**src/rtl/frame_writer_pkg.sv**
```systemverilog
// Shared types and constants for the frame-buffer writer.
package frame_writer_pkg;

    // Writer control states.
    typedef enum logic [1:0] {
        CLEAR    = 2'd0,
        WAIT_SOF = 2'd1,
        WRITE    = 2'd2
    } fw_state_e;

    // Default raster geometry (VGA 640x480).
    localparam int unsigned H_ACTIVE_DEFAULT = 640;
    localparam int unsigned V_ACTIVE_DEFAULT = 480;
    localparam int unsigned FRAME_PIXELS     = H_ACTIVE_DEFAULT * V_ACTIVE_DEFAULT;

    // Frame-buffer address and pixel code widths.
    localparam int ADDR_W = 19;
    localparam int PIX_W  = 3;

    // Address of the last pixel of an h x v frame.
    function automatic logic [ADDR_W-1:0] last_addr(input int unsigned h, input int unsigned v);
        return ADDR_W'(h * v - 1);
    endfunction

endpackage

```
**src/rtl/frame_writer_addr_counter.sv**
```systemverilog
// Raster address counter: load-0, load-1, increment with wrap at LAST,
// and a terminal-count flag that is high while the count equals LAST.
module addr_counter
    import frame_writer_pkg::*;
#(
    parameter logic [ADDR_W-1:0] LAST = last_addr(H_ACTIVE_DEFAULT, V_ACTIVE_DEFAULT)
) (
    input  logic              clk_i,
    input  logic              rst_i,
    input  logic              load0_i,
    input  logic              load1_i,
    input  logic              inc_i,
    output logic [ADDR_W-1:0] count_o,
    output logic              tc_o
);

    logic [ADDR_W-1:0] count_q;
    logic [ADDR_W-1:0] count_d;

    // Next count: load-0 beats load-1 beats increment; increment wraps at LAST
    // so the count never leaves 0..LAST.
    always_comb begin
        count_d = count_q;
        if (load0_i) begin
            count_d = '0;
        end else if (load1_i) begin
            count_d = (LAST == '0) ? '0 : ADDR_W'(1);
        end else if (inc_i) begin
            count_d = (count_q == LAST) ? '0 : count_q + 1'b1;
        end
    end

    // Count register, synchronous reset to 0.
    always_ff @(posedge clk_i) begin
        if (rst_i) begin
            count_q <= '0;
        end else begin
            count_q <= count_d;
        end
    end

    assign count_o = count_q;
    assign tc_o    = (count_q == LAST);

endmodule

```
**src/rtl/frame_writer.sv**
```systemverilog
// Frame-buffer writer: clears the BRAM to code 0, then writes incoming
// pixel beats in raster order, resynchronising on start-of-frame.
//
// Handshake: a beat is transferred in a cycle where pix_valid and pix_ready
// are both 1; the upstream may present or withdraw a beat freely while
// pix_ready is 0. pix_ready is low in CLEAR, during reset, and in any cycle
// where clear_req is high, so a clear request never swallows a beat.
module frame_writer
    import frame_writer_pkg::*;
#(
    parameter int unsigned H_ACTIVE = H_ACTIVE_DEFAULT,
    parameter int unsigned V_ACTIVE = V_ACTIVE_DEFAULT
) (
    input  logic              clock,
    input  logic              reset,
    input  logic              clear_req,
    input  logic              pix_valid,
    input  logic              pix_sof,
    input  logic [PIX_W-1:0]  pix_data,
    output logic              pix_ready,
    output logic              wr_en,
    output logic [ADDR_W-1:0] wr_addr,
    output logic [PIX_W-1:0]  wr_data,
    output logic              ready,
    output logic              sof_error
);

    localparam logic [ADDR_W-1:0] LAST = last_addr(H_ACTIVE, V_ACTIVE);

    fw_state_e         state_q;
    logic              wr_en_q;
    logic [ADDR_W-1:0] wr_addr_q;
    logic [PIX_W-1:0]  wr_data_q;
    logic              ready_q;
    logic              sof_error_q;

    logic [ADDR_W-1:0] cnt;
    logic              cnt_tc;
    logic              cnt_load0;
    logic              cnt_load1;
    logic              cnt_inc;
    logic              accept;

    assign pix_ready = !reset && !clear_req && (state_q != CLEAR);
    assign accept    = pix_valid && pix_ready;

    // Counter control: clear restarts at 0, any sof beat resyncs to 1,
    // clear sweeps and ordinary frame beats advance by one.
    always_comb begin
        cnt_load0 = 1'b0;
        cnt_load1 = 1'b0;
        cnt_inc   = 1'b0;
        if (clear_req) begin
            cnt_load0 = 1'b1;
        end else begin
            case (state_q)
                CLEAR: begin
                    cnt_inc = 1'b1;
                end
                WAIT_SOF: begin
                    if (accept && pix_sof) begin
                        cnt_load1 = 1'b1;
                    end
                end
                WRITE: begin
                    if (accept) begin
                        if (pix_sof) begin
                            cnt_load1 = 1'b1;
                        end else begin
                            cnt_inc = 1'b1;
                        end
                    end
                end
                default: begin
                    cnt_load0 = 1'b1;
                end
            endcase
        end
    end

    addr_counter #(
        .LAST (LAST)
    ) u_addr_counter (
        .clk_i   (clock),
        .rst_i   (reset),
        .load0_i (cnt_load0),
        .load1_i (cnt_load1),
        .inc_i   (cnt_inc),
        .count_o (cnt),
        .tc_o    (cnt_tc)
    );

    // Control FSM with registered write port, ready level and sticky error.
    always_ff @(posedge clock) begin
        if (reset) begin
            state_q     <= CLEAR;
            wr_en_q     <= 1'b0;
            wr_addr_q   <= '0;
            wr_data_q   <= '0;
            ready_q     <= 1'b0;
            sof_error_q <= 1'b0;
        end else begin
            wr_en_q <= 1'b0;
            if (clear_req) begin
                // Entering or restarting the clear; no write this cycle.
                state_q <= CLEAR;
                ready_q <= 1'b0;
            end else begin
                case (state_q)
                    CLEAR: begin
                        wr_en_q   <= 1'b1;
                        wr_addr_q <= cnt;
                        wr_data_q <= '0;
                        if (cnt_tc) begin
                            state_q <= WAIT_SOF;
                        end
                    end
                    WAIT_SOF: begin
                        // Non-sof beats are consumed and dropped here.
                        if (accept && pix_sof) begin
                            wr_en_q   <= 1'b1;
                            wr_addr_q <= '0;
                            wr_data_q <= pix_data;
                            state_q   <= WRITE;
                        end
                    end
                    WRITE: begin
                        if (accept) begin
                            wr_en_q   <= 1'b1;
                            wr_data_q <= pix_data;
                            if (pix_sof) begin
                                // Early sof: restart the frame, flag it, keep ready.
                                wr_addr_q   <= '0;
                                sof_error_q <= 1'b1;
                            end else begin
                                wr_addr_q <= cnt;
                                if (cnt_tc) begin
                                    ready_q <= 1'b1;
                                    state_q <= WAIT_SOF;
                                end
                            end
                        end
                    end
                    default: begin
                        state_q <= CLEAR;
                    end
                endcase
            end
        end
    end

    assign wr_en     = wr_en_q;
    assign wr_addr   = wr_addr_q;
    assign wr_data   = wr_data_q;
    assign ready     = ready_q;
    assign sof_error = sof_error_q;

endmodule

```
**config.mk**
```make
export PLATFORM = sky130hd
export DESIGN_NAME = frame_writer
export DESIGN_NICKNAME = d
export VERILOG_FILES = /design/src/rtl/frame_writer_pkg.sv /design/src/rtl/frame_writer_addr_counter.sv /design/src/rtl/frame_writer.sv
export SDC_FILE = /design/constraint.sdc
export NUM_CORES = 1
export LEC_CHECK = 0
export ABC_AREA = 1
export CAP_MARGIN = 40
export CORE_MARGIN = 8
export CORE_UTILIZATION = 45
export CTS_CLUSTER_DIAMETER = 40
export DETAILED_ROUTE_END_ITERATION = 8
export GPL_TIMING_DRIVEN = 0
export PLACE_DENSITY = 0.73
export SLEW_MARGIN = 20
export SYNTH_ARGS = -nofsm -noshare
export SYNTH_HDL_FRONTEND = slang
export SYNTH_SLANG_ARGS = --single-unit
export TNS_END_PERCENT = 20
```
**constraint.sdc**
```tcl
create_clock -name clock -period 2.9 [get_ports clock]
set_input_delay 0.58 -clock clock [delete_from_list [all_inputs] [get_ports clock]]
set_output_delay 0.58 -clock clock [all_outputs]
set_load 0.02 [all_outputs]
```
==> metrics <==
status=complete, no violations; Worst Hold Class=reg2reg; clk slew on worst S/H paths=0.08 ns; Tmin final=2.80 ns; main flop type after synthesis=dfxtp_1; H-tree Lvls=2; critical path class=in2out; Syn Inst Count=390; Post-CTS Repair Setup Buffers=0; Layout fillers=592; final count of negative-setup-slack endpoints=0; fin. max-slew vios=0; # DRC=0; Starting Density=45.6%; critical path required time=2.32 ns; Total Wirelength=6070 um; antenna cells=0; Cell Area, Synth=2650 um2; GR peak layer=met2; Worst Path Arrival=2.22 ns; DP HPWL=4700 um; initial antenna violation count=0; post-cts sizing count=0; share of layout cells above drive strength 1=13.2%; Inserted Clock Buffers=5; met1 usage in global routing=16.8%; area of the core=5820 um2; CTS max path bufs=2; crit-path cells=clkdlybuf4s50_1, nor2_4, inv_1, nor2_1, clkdlybuf4s50_1; routed vias/inst=4.78; Final Instance Area=3200 um2; setup TNS=0 ns; crit start category=input pin; floorplan row count=28; unrepaired setup endpoints after global routing=no; global placement routability congestion=0.875; Final nets=446; met2 Track Usage GR=25.6%; Area Overhead vs Synth=20.6%; pin count of the biggest net entering global routing=14; Max-cap violations=0; fin crit share=96.6%; sequential area share after synthesis=34.7%; register bit total from synthesis=46; kind of end point of the critical path=output pin; slowest cell on the critical path=clkdlybuf4s50_1; syn nets=404; critical path fanouts, max=6; synth cell count leaders=95 x nand2_1, 72 x inv_1, 49 x nor2_1; clock tree sinks=46; Iteration-0 DRC Markers=121; Syn Area/Cell=6.80 um2; Slew @ Worst Pin=0.651 ns; Final Skew=0.00461 ns; DP Cell Count=498; # port buffers=33; grt met3 use=3.40%; Die Y=92.8 um; vias in the first global route=2,316; Ys Warns=0; Rel. slew slack=56.6%; Fmax=357 MHz; average wire per standard cell=11.9 um; crit-path most repeated cell=clkdlybuf4s50_1; CTS Root Cell=clkbuf_8; final hold slack=0.487 ns; antenna viol nets, final=0; asr flop ratio synth=0%; First-pass DRT Iterations=4; Pleak=1.38 nW; post-synth top area share=34.7%; GR Overflow Total=0; PD cells=406 nW/um2; Synth area leader=dfxtp_1; Ports=34; maximum vdd drop=0.213 mV; Placed Instance Area=3080 um2; CTS tree=done; die area=8610 um2; Clock Latency Late Sink=0.30 ns; post-synth cell types=29; count leader, synth=nand2_1; CP peak stage delay=0.61 ns; Post-synth EDFFs=0; first-pass GRT wire length=10,300 um; chip width=92.8 um; final hold vios=0; Total GRT Usage=14.4%; cts hold-fix bufs=0; final cell count without fillers=508; total number of vias=2,428; synth top area cells=dfxtp_1 35%, nand2_1 13%, inv_1 10%
==> state kept, by name, indices dropped and copies added, names as in the netlist <==
register,count
u_addr_counter.count_o,19
wr_addr,19
wr_data,3
state_q,2
ready,1
sof_error,1
wr_en,1
==> cell type report <==
class,instances,area [um2],area share [%]
Clock inverter,1,30.0,0.939
Multi-Input combinational cell,260,1380,43.2
Buffer,9,67.6,2.11
Sequential cell,46,921,28.8
Inverter,75,282,8.80
Clock buffer,7,76.3,2.39
Tap cell,75,93.8,2.93
Timing Repair Buffer,35,345,10.8
==> placed cells by master (no fill, tap or decap), types with 4 or more instances in the layout <==
master / Yosys / final
nand2_1: 95 / 95
inv_1: 72 / 72
nor2_1: 49 / 49
dfxtp_1: 46 / 46
a21oi_1: 33 / 33
clkdlybuf4s50_1: 0 / 33
nor3_2: 18 / 18
nand3_1: 15 / 15
nor3_1: 9 / 9
nand4_1: 7 / 7
ha_1: 6 / 6
clkbuf_8: 0 / 5
clkbuf_1: 2 / 4
buf_6: 4 / 4
nor2_2: 4 / 4
==> stage by stage <==
step | worst slack [ns] | util [%] | power [mW]
floorplan | 1.17 | - | 0.776
global placement | 0.0654 | 52.9 | 0.840
detailed placement | 0.0794 | 52.9 | 0.843
CTS | 0.0650 | 54.7 | 1.30
global route | 0.00892 | 55.0 | 1.34
finish | 0.0989 | 55.0 | 1.30
==> worst paths after layout <==
check / start / to / slack [ns] / cells after the start
hold / removal: ready / ready / 0.49 / 2
hold reg to reg: ready / ready / 0.49 / 2
setup / recovery: reset / pix_ready / 0.1 / 5
setup reg to reg: state_q[0] / u_addr_counter.count_o[15] / 0.87 / 10
==> worst max-delay path, delay by kind of cell <==
| kind | cells | cell delay, ns |
|---|---|---|
| buffers and inverters | 3 | 1.29 |
| and+or+nand+nor | 2 | 0.35 |
==> layer usage <==
layer,part of all wire [%],wire (um),vias to the layer above
li1,-,-,1288
met5,0,0,-
met4,0.82,50,0
met3,4.9,295,6
met1,46,2820,1092
met2,48,2900,42
==> power by group <==
group | internal, mW | switching (mW) | leakage (nW)
clock network | 0.258 | 0.211 | 0.0524
registers | 0.648 | 0.00948 | 0.375
logic | 0.0712 | 0.0995 | 0.949
total | 0.978 | 0.320 | 1.38
==> kinds of logic after synthesis <==
family	Yosys count	share of synthesized area [%]
AOI/OAI and AO/OA	42	9.10
xor gates and xnor gates	2	0.660
DFF	46	34.7
buffers and inverters	84	13.2
and+or+nand+nor	210	39.5
adders and majority gates	6	2.83
(Power assumes the default switching activity.)
